## src/rtl/pwm_pipe_ctrl.sv

```systemverilog
// rtl/pwm_pipe_ctrl.sv - PWM sequencer: operand reads, pipe valid/address tracking, result writes
// Optional feature macro: PWM_ACC_EN (accumulate mode: wr_data = (mul_result + acc_rdata) mod Q)
module pwm_pipe_ctrl #(
  parameter int          N       = 256,
  parameter int          ADDR_W  = 8,
  parameter int          MUL_LAT = 8,
  parameter logic [22:0] PARAM_Q = 23'd8380417
) (
  input  logic              i_clk,
  input  logic              i_rst_n,
  input  logic              i_start,
  output logic              o_busy,
  output logic              o_done,
  output logic              o_rd_en,
  output logic [ADDR_W-1:0] o_rd_addr,
  input  logic [22:0]       i_a_rdata,
  input  logic [22:0]       i_b_rdata,
  output logic [22:0]       o_mul_opt1,
  output logic [22:0]       o_mul_opt2,
  input  logic [22:0]       i_mul_result,
`ifdef PWM_ACC_EN
  input  logic              i_acc_mode,
  output logic [ADDR_W-1:0] o_acc_rd_addr,
  input  logic [22:0]       i_acc_rdata,
`endif
  output logic              o_wr_en,
  output logic [ADDR_W-1:0] o_wr_addr,
  output logic [22:0]       o_wr_data
);

  // Tracking depth: read latency (1) + operand register (1) + pipe latency.
  localparam int DEPTH = 2 + MUL_LAT;
  localparam logic [ADDR_W-1:0] LAST = ADDR_W'(N - 1);

  typedef enum logic [1:0] {S_IDLE, S_RUN, S_DRAIN, S_FIN} state_t;

  state_t              r_state;
  logic                r_busy;
  logic                r_done;
  logic                r_rd_en;
  logic [ADDR_W-1:0]   r_rd_addr;
  logic [22:0]         r_opt1;
  logic [22:0]         r_opt2;
  logic [DEPTH-1:0]    r_vld;
  logic [ADDR_W-1:0]   r_tag [DEPTH];
  logic                r_wr_en;
  logic [ADDR_W-1:0]   r_wr_addr;
  logic [22:0]         r_wr_data;
  logic [22:0]         w_buf_data;

  // Sequencer: issues N reads back to back, then waits for the last write to leave the buffer.
  always_ff @(posedge i_clk or negedge i_rst_n) begin
    if (!i_rst_n) begin
      r_state   <= S_IDLE;
      r_busy    <= 1'b0;
      r_done    <= 1'b0;
      r_rd_en   <= 1'b0;
      r_rd_addr <= '0;
    end else begin
      case (r_state)
        S_IDLE: begin
          r_done <= 1'b0;
          if (i_start) begin
            r_state   <= S_RUN;
            r_busy    <= 1'b1;
            r_rd_en   <= 1'b1;
            r_rd_addr <= '0;
          end
        end
        S_RUN: begin
          if (r_rd_addr == LAST) begin
            r_rd_en <= 1'b0;
            r_state <= S_DRAIN;
          end else begin
            r_rd_addr <= r_rd_addr + 1'b1;
          end
        end
        S_DRAIN: begin
          // The final write is on the outputs this cycle and nothing is left in flight.
          if (r_wr_en && (r_wr_addr == LAST) && !(|r_vld)) begin
            r_state <= S_FIN;
            r_done  <= 1'b1;
          end
        end
        S_FIN: begin
          r_done  <= 1'b0;
          r_busy  <= 1'b0;
          r_state <= S_IDLE;
        end
        default: r_state <= S_IDLE;
      endcase
    end
  end

  // Valid/address shift register; the last stage lines up with i_mul_result.
  always_ff @(posedge i_clk or negedge i_rst_n) begin
    if (!i_rst_n) begin
      r_vld <= '0;
      for (int i = 0; i < DEPTH; i++) r_tag[i] <= '0;
    end else begin
      r_vld    <= {r_vld[DEPTH-2:0], r_rd_en};
      r_tag[0] <= r_rd_addr;
      for (int i = 1; i < DEPTH; i++) r_tag[i] <= r_tag[i-1];
    end
  end

  // Operand stage: capture memory data the cycle it is valid, hold otherwise.
  always_ff @(posedge i_clk or negedge i_rst_n) begin
    if (!i_rst_n) begin
      r_opt1 <= '0;
      r_opt2 <= '0;
    end else if (r_vld[0]) begin
      r_opt1 <= i_a_rdata;
      r_opt2 <= i_b_rdata;
    end
  end

`ifdef PWM_ACC_EN
  logic [23:0] w_sum;
  logic [22:0] w_acc_data;

  // Accumulator read is issued one cycle ahead so its data meets the pipe result.
  assign o_acc_rd_addr = r_tag[DEPTH-2];

  // Modular add of the product and the accumulator word; both inputs are below Q.
  always_comb begin
    w_sum      = {1'b0, i_mul_result} + {1'b0, i_acc_rdata};
    w_acc_data = w_sum[22:0];
    if (w_sum >= {1'b0, PARAM_Q}) w_acc_data = 23'(w_sum - {1'b0, PARAM_Q});
    w_buf_data = i_acc_mode ? w_acc_data : i_mul_result;
  end
`else
  assign w_buf_data = i_mul_result;
`endif

  // Output buffer: only tagged-valid slots load data and raise the write strobe.
  always_ff @(posedge i_clk or negedge i_rst_n) begin
    if (!i_rst_n) begin
      r_wr_en   <= 1'b0;
      r_wr_addr <= '0;
      r_wr_data <= '0;
    end else begin
      r_wr_en <= r_vld[DEPTH-1];
      if (r_vld[DEPTH-1]) begin
        r_wr_addr <= r_tag[DEPTH-1];
        r_wr_data <= w_buf_data;
      end
    end
  end

  assign o_busy     = r_busy;
  assign o_done     = r_done;
  assign o_rd_en    = r_rd_en;
  assign o_rd_addr  = r_rd_addr;
  assign o_mul_opt1 = r_opt1;
  assign o_mul_opt2 = r_opt2;
  assign o_wr_en    = r_wr_en;
  assign o_wr_addr  = r_wr_addr;
  assign o_wr_data  = r_wr_data;

endmodule
```

## config.mk

```make
export PLATFORM = sky130hd
export DESIGN_NAME = pwm_pipe_ctrl
export DESIGN_NICKNAME = d
export VERILOG_FILES = /design/src/rtl/pwm_pipe_ctrl.sv
export SDC_FILE = /design/constraint.sdc
export NUM_CORES = 1
export LEC_CHECK = 0
export CAP_MARGIN = 30
export CORE_ASPECT_RATIO = 0.75
export CORE_MARGIN = 2
export CORE_UTILIZATION = 43
export DETAILED_ROUTE_END_ITERATION = 6
export PLACE_DENSITY = 0.77
export SLEW_MARGIN = 10
export SYNTH_ARGS = -nofsm -noshare
export SYNTH_HDL_FRONTEND = slang
export SYNTH_SLANG_ARGS = --single-unit
```

## constraint.sdc

```tcl
create_clock -name i_clk -period 1.85 [get_ports i_clk]
set_clock_uncertainty 0.1 [all_clocks]
set_input_delay 0.185 -clock i_clk [delete_from_list [all_inputs] [get_ports i_clk]]
set_output_delay 0.185 -clock i_clk [all_outputs]
set_load 0.05 [all_outputs]
```

==> summary.md <==
| Metric | Value |
|---|---|
| Syn nets | 422 |
| P_int | 9.62 mW |
| # Max-Cap Violations | 0 |
| Total track usage | 16.0% |
| Fraction of layout cells with a size suffix above 1 | 29.6% |
| Most frequent cell after synthesis | dfrtp_1 |
| Fin util | 61.7% |
| Switching fraction of total power | 40.9% |
| P_sw | 6.67 mW |
| Worst setup margin | 0.0400 ns |
| Drt total wl | 11.6 mm |
| Fin nets | 608 |
| Leakage Power | 4.00 nW |
| Core area | 13700 µm² |
| R2R depth | 6 |
| Final Max Slew Viols | 0 |
| Post-Synthesis Cells | 345 |
| Worst-path clk slew | 0.07 ns |
| Yosys top cell by area | dfrtp_1 |
| Final Hold Fails | 0 |
| Status | complete, no violations |
| Setup violators final | 0 |
| # IOs | 161 |
| Register area share after synthesis | 75.4% |
| CTS tree | done |
| Crit Path Category | register to register |
| Delay of the slowest critical-path stage | 0.54 ns |
| DRC Markers | 0 |
| TritonCTS buffer count | 17 |
| Global route total overflow | 0 |
| Die width | 140 µm |
| Vias in the first global route | 3621 |
| First-pass GRT wire length | 18.5 mm |
| Routed vias | 3453 |
| Peak supply drop | 0.906 mV |
| Avg Inst Size Synth | 17.4 µm² |
| Setup WS pre-CTS | -0.00646 ns |
| Data required, critical path | 2.09 ns |
| Clock Sinks | 181 |
| Area of the mapped netlist | 6010 µm² |
| CP max FO | 7 |
| Power Density | 1930 nW/µm² |
| RSZ-0062 raised after global routing | yes |
| Longest Clk Path Bufs | 2 |
| Routed length per placed instance | 16.1 µm |
| Part of the power in registers | 36.0% |
| Top cells by count, synth | dfrtp_1, mux2_2, nand2_1 |
| RD Place Congestion | 0.845 |
| Fmax | 552 MHz |
| Clk pwr share | 22.0% |
| R2r setup slk | 0.04 ns |
| Worst Hold Class | input pin to async pin |
| Initial Utilization | 43.8% |
| Worst-margin pin slew | 0.583 ns |
| Root buffer cell | clkbuf_16 |
| Port Buffers | 160 |
| Post-route ant nets | 0 |
| Clk_lat worst skew | 0.41 ns |
| Synth unique cells | 39 |
| Comb pwr share | 42.0% |
| Post-synth ARST share | 100% |
| FF-to-FF Start | r_state[1] |
| Die height | 106 µm |
| Crit-path slowest cell | or4b_1 |
| Initial DRC count | 204 |
| Relative slew margins | 61.2% |
| Post-DR vias/cell | 4.80 |
| CP Cell Sequence | inv_2 -> ha_2 -> or2_2 -> o311ai_4 -> or4b_1 -> nand3_1 |
| Synth top area share | 75.4% |
| Die ar. | 14900 µm² |
| Tmin final | 1.81 ns |
| Drt pass-1 iters | 6 |
| Initial antenna violation count | 0 |
| Startpoint types | register |
| FP Rows | 37 |
| Largest cells by area after synthesis | dfrtp_1, mux2_2, ha_1 |
| Pin count of the biggest net entering global routing | 66 |
| Final Cycle Share | 97.8% |
| Setup TNS | 0 ns |
| # diodes | 0 |
| Layout area overhead | 40.7% |
| #FFs+latches synth | 181 |
| Top_reg_cell synth | dfrtp_1 |
| Crit path DAT | 2.05 ns |
| Yosys warning count | 0 |
| Worst reg2reg endpoint | o_rd_addr[5] |
| DPL Wire Length | 7.84 mm |
| Critical Path End Type | register |
| CTS H-tree depth | 4 |
| Number of flops mapped to enable cells by yosys | 0 |
-- power by group through the flow --
| stage | sequential [mW] | clock (mW) | combinational, mW |
|---|---|---|---|
| finish | 5.86 | 3.58 | 6.84 |
| global placement | 5.88 | 0 | 7.15 |
| floorplan | 8.91 | 0 | 1.78 |
| global route | 6.03 | 3.85 | 7.16 |
| CTS | 5.91 | 3.67 | 6.75 |
| detailed placement | 6.00 | 0 | 7.28 |
-- metal layers --
layer  up-vias  wire [µm]  track usage [%]
li1       1581          -                -
met1      1746       5040             20.1
met2       118       5710             26.3
met3         8        734             5.54
met4         0        112             5.57
met5         -          0                0
-- worst max path at each step --
stage / slack (ns) / startpoint / cells after the start / end
finish: 0.04 / r_state[1] / 6 / o_rd_addr[5]
global route: -0.01 / r_vld[3] / 5 / r_state[0]
CTS: -0.02 / r_vld[3] / 4 / r_state[0]
detailed placement: -0.006 / r_state[1] / 6 / o_rd_addr[3]
global placement: 0.07 / r_state[1] / 6 / o_rd_addr[5]
floorplan: 0.0007 / o_rd_addr[1] / 5 / r_state[0]
-- sequential cells by signal (all words and copies together), names as in the netlist, 2 cells and up --
signal and flops:
o_wr_addr 8, r_state 2, o_mul_opt1 23, r_tag 80, o_wr_data 23, o_mul_opt2 23
r_vld 10, o_rd_addr 8
-- layout by cell type, fill, tap and decap left out, types with 4 or more instances in the layout --
cell type	count
nand2_1	16
nand3_1	7
dfrtp_2	5
dfrtp_1	176
clkinv_4	4
clkdlybuf4s50_1	70
dlygate4sd2_1	77
o21ai_0	4
buf_4	24
mux2_2	77
clkbuf_16	17
-- area by class of cell --
cell class / count / area (µm²)
Clock inverter: 12 / 144
Inverter: 4 / 15.0
Fill cell: 1055 / 5250
Multi-Input combinational cell: 150 / 1430
Clock buffer: 20 / 457
Tap cell: 175 / 219
Timing Repair Buffer: 177 / 1650
Sequential cell: 181 / 4540
-- critical path, delay by kind of cell (launching register included) --
| kind | cells | cell delay [ns] |
|---|---|---|
| buffers and inverters | 1 | 0.10 |
| AO/OA/AOI/OAI | 1 | 0.14 |
| AND/OR/NAND/NOR | 3 | 0.78 |
| adder cells (fa/ha/maj) | 1 | 0.22 |
| flip-flops | 1 | 0.40 |
-- metrics by stage --
| stage | area [µm²] | std cells | hold WS (ns) | total power [mW] |
|---|---|---|---|---|
| after floorplan | 6010 | 345 | -0.211 | 10.7 |
| after global placement | 7870 | 680 | -0.0573 | 13.0 |
| after detailed placement | 7870 | 680 | -0.0536 | 13.3 |
| after CTS | 8390 | 713 | 0.0721 | 16.3 |
| after global routing | 8450 | 719 | 0.0869 | 17.0 |
| final | 8450 | 719 | 0.0811 | 16.3 |
-- cell families after synthesis --
| group | count (synthesis) | synth area share [%] |
|---|---|---|
| adders and majority gates | 5 | 1.04 |
| buffers and inverters | 14 | 1.02 |
| AOI/OAI and AO/OA | 22 | 2.92 |
| and+or+nand+nor | 46 | 5.17 |
| muxes | 77 | 14.4 |
| DFF | 181 | 75.4 |
-- repair_timing --
| item | in CTS | in global routing |
|---|---|---|
| gates resized for setup | 79 | 4 |
| setup buffers | 0 | 6 |
| endpoints found under the setup margin | 81 | 10 |
| hold buffers | 1 | 0 |
| endpoints found under the hold margin | 181 | 0 |
| cloned | 0 | 0 |
| pin swaps | 0 | 1 |
Note: power is estimated with default switching activity, not from simulation.
